$ cat src/rtl/bin2bcd_seq.sv
// Sequential binary-to-BCD converter (shift-and-add-3), one input bit per clock.
// Accepts i_bin on i_start while idle; o_done pulses for one cycle when o_bcd updates.
module bin2bcd_seq #(
  parameter int WIDTH  = 8,
  parameter int DIGITS = 3
) (
  input  logic                  i_clk,
  input  logic                  i_rst_n,
  input  logic                  i_start,
  input  logic [WIDTH-1:0]      i_bin,
  output logic [4*DIGITS-1:0]   o_bcd,
  output logic                  o_busy,
  output logic                  o_done
);

  localparam int CW = $clog2(WIDTH + 1);
  localparam int SW = 4 * DIGITS;

  typedef enum logic {
    S_IDLE = 1'b0,
    S_CONV = 1'b1
  } state_t;

  state_t          r_state;
  logic [CW-1:0]   r_cnt;
  logic [SW-1:0]   r_scratch;
  logic [WIDTH-1:0] r_shift;
  logic [SW-1:0]   r_bcd;
  logic            r_done;

  state_t          w_state_next;
  logic [CW-1:0]   w_cnt_next;
  logic [SW-1:0]   w_scratch_next;
  logic [WIDTH-1:0] w_shift_next;
  logic [SW-1:0]   w_bcd_next;
  logic            w_done_next;

  logic [SW-1:0]       w_adj;
  logic [SW+WIDTH-1:0] w_cat;

  // Add-3 correction on every digit in parallel, before the shift.
  genvar gi;
  generate
    for (gi = 0; gi < DIGITS; gi++) begin : g_digit
      assign w_adj[4*gi +: 4] = (r_scratch[4*gi +: 4] >= 4'd5) ?
                                (r_scratch[4*gi +: 4] + 4'd3) :
                                r_scratch[4*gi +: 4];
    end
  endgenerate

  assign w_cat = {w_adj, r_shift} << 1;

  always_ff @(posedge i_clk or negedge i_rst_n) begin
    if (!i_rst_n) begin
      r_state   <= S_IDLE;
      r_cnt     <= '0;
      r_scratch <= '0;
      r_shift   <= '0;
      r_bcd     <= '0;
      r_done    <= 1'b0;
    end else begin
      r_state   <= w_state_next;
      r_cnt     <= w_cnt_next;
      r_scratch <= w_scratch_next;
      r_shift   <= w_shift_next;
      r_bcd     <= w_bcd_next;
      r_done    <= w_done_next;
    end
  end

  always_comb begin
    w_state_next   = r_state;
    w_cnt_next     = r_cnt;
    w_scratch_next = r_scratch;
    w_shift_next   = r_shift;
    w_bcd_next     = r_bcd;
    w_done_next    = 1'b0;
    case (r_state)
      S_IDLE: begin
        if (i_start) begin
          w_state_next   = S_CONV;
          w_shift_next   = i_bin;
          w_scratch_next = '0;
          w_cnt_next     = '0;
        end
      end
      S_CONV: begin
        w_scratch_next = w_cat[SW+WIDTH-1:WIDTH];
        w_shift_next   = w_cat[WIDTH-1:0];
        w_cnt_next     = r_cnt + CW'(1);
        // Last iteration: publish the result straight from the shifted value.
        if (r_cnt == CW'(WIDTH - 1)) begin
          w_state_next = S_IDLE;
          w_bcd_next   = w_cat[SW+WIDTH-1:WIDTH];
          w_done_next  = 1'b1;
        end
      end
      default: w_state_next = S_IDLE;
    endcase
  end

  assign o_bcd  = r_bcd;
  assign o_busy = (r_state == S_CONV);
  assign o_done = r_done;

endmodule

$ cat config.mk
export PLATFORM = sky130hd
export DESIGN_NAME = bin2bcd_seq
export DESIGN_NICKNAME = d
export VERILOG_FILES = /design/src/rtl/bin2bcd_seq.sv
export SDC_FILE = /design/constraint.sdc
export NUM_CORES = 1
export LEC_CHECK = 0
export ABC_AREA = 1
export CORE_MARGIN = 2
export CORE_UTILIZATION = 54
export DETAILED_ROUTE_END_ITERATION = 8
export GPL_TIMING_DRIVEN = 0
export PLACE_DENSITY = 0.85
export SYNTH_ARGS = -nofsm -noshare
export SYNTH_HDL_FRONTEND = slang
export SYNTH_SLANG_ARGS = --single-unit
$ cat constraint.sdc
create_clock -name i_clk -period 1.4 [get_ports i_clk]
set_input_delay 0.42 -clock i_clk [delete_from_list [all_inputs] [get_ports i_clk]]
set_output_delay 0.42 -clock i_clk [all_outputs]
set_load 0.005 [all_outputs]
==> out/results.tsv <==
stage	metric	value	unit
setup_path	crit path buf inv count	1	
setup_path	critical path's top delay family	flip-flops	
finish	Syn-to-layout area delta	21.7	%
cts	CTS tree	built	
timing	worst hold margin	0.145	ns
synthesis	yosys warns	0	
timing	worst-margin pin slew	0.816	ns
die	row count	21	
power_and_ir_drop	clock share of power	0.108	
power_and_ir_drop	Internal Power	2.85	mW
place	hpwl dp	2310	um
synthesis	post-synthesis cell count	211	
place	Placer Congestion	0.857	
timing	Max Freq	734	MHz
timing	max-slew violations	0	
power_and_ir_drop	leakage	1.14	nW
timing	endpoints failing hold	0	
power_and_ir_drop	Cell Pwr Density	2230	nW/um2
finish	layout cell share with drive strength beyond 1	0.175	
setup_path	slowest cell delay on critical path	0.39	ns
synthesis	Yosys cell types	21	
outcome	status	completed	
synthesis	top post-synthesis cells by count	nand2_1, dfrtp_1, nand3_1, inv_1, o21ai_0	
detailed_routing	DR vias	1509	
setup_path	slowest stage cell, crit path	dfrtp_1	
timing	worst relative slew slack	0.456	
finish	Final nets	269	
power_and_ir_drop	Logic pwr share	0.499	
synthesis	number of synthesized flops with an enable pin	0	
synthesis	synthesized area per cell	8.56	um2
synthesis	Post-synth ARST share	1.00	
synthesis	post-synth top area cell	dfrtp_1	
die	Core ar.	3280	um2
synthesis	top-count cell post-synth	nand2_1	
cts	cts hold-fix bufs	0	
cts	CTS Buffer Depth	2	
grt	met1 GRT Util	0.257	
finish	final core occ	0.670	
power_and_ir_drop	Switching Fraction	0.419	
timing	Final Skew	0.0112	ns
detailed_routing	Vias/cell	5.08	
setup_path	Critical Path AT	0.94	ns
cts	CTS clock-pin slew for the worst setup and hold paths	0.11	ns
grt	vias in the first global route	1322	
flow_run	max-cap violation count	0	
synthesis	top area cells in the synthesized netlist	dfrtp_1, nand2_1, nand3_1	
detailed_routing	DR iter-0 viols	51	
synthesis	Main synth FF type	dfrtp_1	
grt	GR Util met3	0.0559	
finish	Finished Layout Cells	297	
place	DP Cell Count	281	
detailed_routing	Initial DRT Pass Iterations	4	
synthesis	Net Count, Synth	229	
timing	final setup fails	0	
detailed_routing	wire per inst	11.8	um
power_and_ir_drop	Seq pwr share	0.393	
grt	initial antenna violation count	0	
timing	setup ws final	0.0374	ns
cts	CTS sink count	38	
die	Die ar.	3820	um2
synthesis	Mapped Area	1810	um2
synthesis	Seq/Total Area, Yosys	0.526	
grt	first-pass GRT wire length	5550	um
worst_hold_path	HP Class	primary input to async pin	
die	Die Y	61.8	um
die	Die Span X	61.8	um
finish	design area	2200	um2
setup_path	worst-path cell chain	clkdlybuf4s15_1	
grt	gr usage total	0.202	
cts	clk_lat worst skew	0.35	ns
setup_path	critical path class	register to output port	
timing	fin crit period	1.36	ns
setup_path	Worst Setup End Kind	output port	
cts	clock buffer count from CTS	5	
grt	largest net degree at the start of global routing	39	
die	Initial Utilization	0.550	
grt	routing usage on met2	0.310	
cts	H-tree depth	2	
die	I/O pins	25	
place	Port Buffers	24	
setup_path	startpoint types	register	
place	Place WS	-0.228	ns
grt	Remaining Overflow, GRT	0	
finish	ant diodes	0	
detailed_routing	DRC	0	
setup_path	WP data required	0.98	ns
detailed_routing	WL final	3510	um
detailed_routing	Post-DRT Antenna Nets	0	
setup_path	worst-path maximum fanout	2	
timing	Tcrit/Tclk final	0.973	
synthesis	post-synth top area share	0.526	
cts	Root Driver	clkbuf_4	
synthesis	Synth Register Bits	38	
grt	busiest grt layer	met2	
place	DP Area	2100	um2
power_and_ir_drop	sw power	2.05	mW
power_and_ir_drop	maximum VDD drop	1.09	mV
power groups by stage:
stage	Combinational (mW)	Sequential (mW)	Clock, mW
floorplan	1.58	1.90	0
global placement	2.26	1.92	0
detailed placement	2.34	1.93	0
CTS	2.34	1.90	0.554
global route	2.83	1.99	0.584
finish	2.44	1.92	0.531
metal layers:
| metal | share of wire | vias up |
|---|---|---|
| met3 | 0.054 | 4 |
| met1 | 0.47 | 695 |
| met2 | 0.47 | 40 |
| met5 | 0 | - |
| li1 | - | 770 |
| met4 | 0.011 | 0 |
sequential cells by signal, indices dropped and copies added, names as in the netlist:
name	flops
r_scratch	12
r_cnt	4
o_bcd	12
r_shift	8
o_busy	1
o_done	1
cells in the final DEF (no fill, tap or decap), types with 2 or more instances in the layout:
master	Yosys	layout
inv_1	16	13
o21ai_1	1	2
clkbuf_2	0	8
buf_4	4	12
nand4_1	6	6
o21ai_0	10	9
nand3_2	0	3
clkbuf_1	0	2
nand2_1	76	76
clkdlybuf4s50_1	0	9
inv_2	4	7
o22ai_1	4	4
nor2_1	7	7
buf_6	1	2
clkdlybuf4s15_1	0	6
clkbuf_4	0	5
ha_1	7	6
nand3_1	28	25
o211ai_1	2	2
dfrtp_1	38	37
repair_timing:
| item | 4_1_cts | 5_1_grt |
|---|---|---|
| buffers inserted | 4 | 5 |
| setup endpoints to repair | 14 | 29 |
| resized for setup | 27 | 20 |
| pin swaps | 0 | 2 |
through the flow:
| step | setup TNS, ns | total power [mW] |
|---|---|---|
| 2_1_floorplan | 0 | 3.47 |
| 3_3_place_gp | -38.12 | 4.18 |
| 3_5_place_dp | -2.50 | 4.27 |
| 4_1_cts | 0 | 4.79 |
| 5_1_grt | -0.0153 | 5.40 |
| 6_report | 0 | 4.90 |
cells by family after synthesis:
logic type,count (synthesis),synth area share
and+or+nand+nor,120,0.292
AOI/OAI and AO/OA,21,0.0692
adders and majority gates,7,0.0485
buffers and inverters,25,0.0644
DFF,38,0.526
layout make-up:
type | count | area [um2]
buffer | 5 | 45.0
timing repair buffer | 33 | 263
fill | 279 | 1080
tap | 46 | 57.6
multi-input combinational | 148 | 762
sequential | 38 | 952
clock buffer | 7 | 45.0
inverter | 20 | 75.1
final timing paths:
kind                       startpoint            to  slack (ns)  cells past startpoint
setup reg to reg             r_cnt[0]      o_bcd[7]        0.08                      7
hold / removal                i_rst_n  r_scratch[2]        0.14                      1
hold reg to reg              o_bcd[9]      o_bcd[9]        0.49                      2
setup / recovery             o_bcd[3]      o_bcd[3]        0.04                      1
min in group i_clk           o_bcd[9]      o_bcd[9]        0.49                      2
max in group asynchronous     i_rst_n  r_scratch[4]        0.69                      1
Power figures use the tool's default switching activity.
==> edit (config.mk and constraints unchanged) <==
Register the output `o_bcd` once more, cleared by the reset; this adds one clock of latency there. The other outputs are not delayed to match. Comments in the files are not updated.
--- a/src/rtl/bin2bcd_seq.sv
+++ b/src/rtl/bin2bcd_seq.sv
@@ -101,3 +101,9 @@
 
-  assign o_bcd  = r_bcd;
+  always_ff @(posedge i_clk or negedge i_rst_n) begin
+    if (!i_rst_n) begin
+      o_bcd <= '0;
+    end else begin
+      o_bcd <= r_bcd;
+    end
+  end
   assign o_busy = (r_state == S_CONV);
Formal check against the unedited RTL: not equivalent (Yosys sat finds a counterexample within 10 cycles, from zero or initial values and one cycle with i_rst_n low).
==> edit against the original RTL <==
- worst setup slack improved by 0.018 ns
- die area up 17%
- core utilization increased by 1.9 points
- via count grew 7.0%
- synthesized area is 18% higher
- routed wire length rose by 9.6%
- synthesized cell count increased by 4.7%
- cell area up 16%
- count of clock-buffer cells in the layout shrank 2
- first-iteration DRC count grew 130%
- sequential cell count grew 12
- power grew 18%
- largest power group is now registers
==> edit: results (changes against the original RTL) <==
INFO  metric vias = 1615 (+7.0%)
INFO  metric antenna_violations_before_repair = 0 (unchanged)
INFO  metric outcome = complete, no violations
INFO  metric place.detailed.instances = 294 (+4.6%)
INFO  metric post_drt_via_cell_ratio = 5.33 (+4.9%)
INFO  metric crit_path_max_fanout = 1 (-1)
INFO  metric timing_worst_slew_pin_value = 0.542 ns (-0.274 ns)
INFO  metric power.ir.vdd_worst = 1010 uV (-6.9%)
INFO  metric crit_end = o_done
INFO  metric final.signal_buffer_count = 31 (-18%)
INFO  metric ys_types = 25 (+19%)
INFO  metric dp_slack = -0.212 ns (+0.0158 ns)
INFO  metric final.clkbuf_count = 5 (-2)
INFO  metric gp_routability_congestion = 0.856 (about the same)
INFO  metric yosys-top-cells-area = dfrtp_1 (59%), nand2_1 (13%), nand3_1 (6.3%)
INFO  metric r2r_start = r_scratch[8]$_DFFE_PN0P_
INFO  metric place.detailed.hpwl = 2660 um (+15%)
INFO  metric non_clock_buffer_area_share = 0.117 (-0.0231)
INFO  metric post_dp_cell_area = 2440 um^2 (+16%)
INFO  metric cts_root_buffer = clkbuf_8
INFO  metric synth_sequential_area_ratio = 0.588 (+0.0612)
INFO  metric worst_case_hold_slack = 0.0928 ns (-0.0521 ns)
INFO  metric num-nets-final = 272 (+1.1%)
INFO  metric post_synth_inst_count = 221 (+4.7%)
INFO  metric crit-reg2reg-capture = r_scratch[10]$_DFFE_PN0P_
INFO  metric drive_above_1_share = 0.122 (-0.0537)
INFO  metric track_usage = 0.201 (-0.00110)
INFO  metric timing.clock.skew = 0.00385 ns (-0.00731 ns)
INFO  metric first_global_vias = 1506 (+14%)
INFO  metric worst_r2r_path_depth = 8 (+1)
INFO  metric layout.comb_gates.multi_input = 146 (-1.4%)
INFO  metric finish.instance_area = 2560 um^2 (+16%)
INFO  metric synth.top_cells.by_count = nand2_1 (75), dfrtp_1 (50), nand3_1 (27)
INFO  metric grt_pass1_wl = 6520 um (+18%)
INFO  metric final_core_util = 0.689 (+0.0192)
INFO  metric syn-num-nets = 239 (+4.4%)
INFO  metric cp.arrival = 0.92 ns (-0.02 ns)
INFO  metric total_leakage_power = 1.33 nW (+17%)
INFO  metric path_clk_slew = 0.09 ns (-0.02 ns)
INFO  metric clock_cell_area_share = 0.0425 (+0.0220)
INFO  metric grt_max_degree = 28 (-28%)
INFO  metric use_met2 = 0.315 (+0.00523)
INFO  metric setup_viol_count_final = 0 (unchanged)
-- edit: power by group through the flow --
stage / registers (W) / clock network (W) / logic, W
floorplan: 0.00241 / 0 / 0.00161
global placement: 0.00243 / 0 / 0.00227
detailed placement: 0.00246 / 0 / 0.00238
CTS: 0.00243 / 0.00100 / 0.00228
global route: 0.00251 / 0.00106 / 0.00269
finish: 0.00243 / 0.000990 / 0.00235
-- edit: kinds of logic (layout without fill, tap and decap cells) --
kind of cell               count (synthesis)  in the layout  synth area share
DFF                                       50             50             0.588
adders and majority gates                  7              7            0.0411
AOI/OAI and AO/OA                         21             21            0.0611
and+or+nand+nor                          118            118             0.250
buffers and inverters                     25             59            0.0599
-- edit: timing repair --
item                                    4_1_cts  5_1_grt
hold buffers                                  0        0
endpoints found under the setup margin       14       14
gates resized for setup                      15        7
gates cloned                                  0        0
setup buffers                                 0        1
-- edit: metal layers --
metal  vias up  wire length [um]
met1       760              1680
met3        10               225
met2        57              1830
li1        788                 -
met4         0               112
met5         -                 0
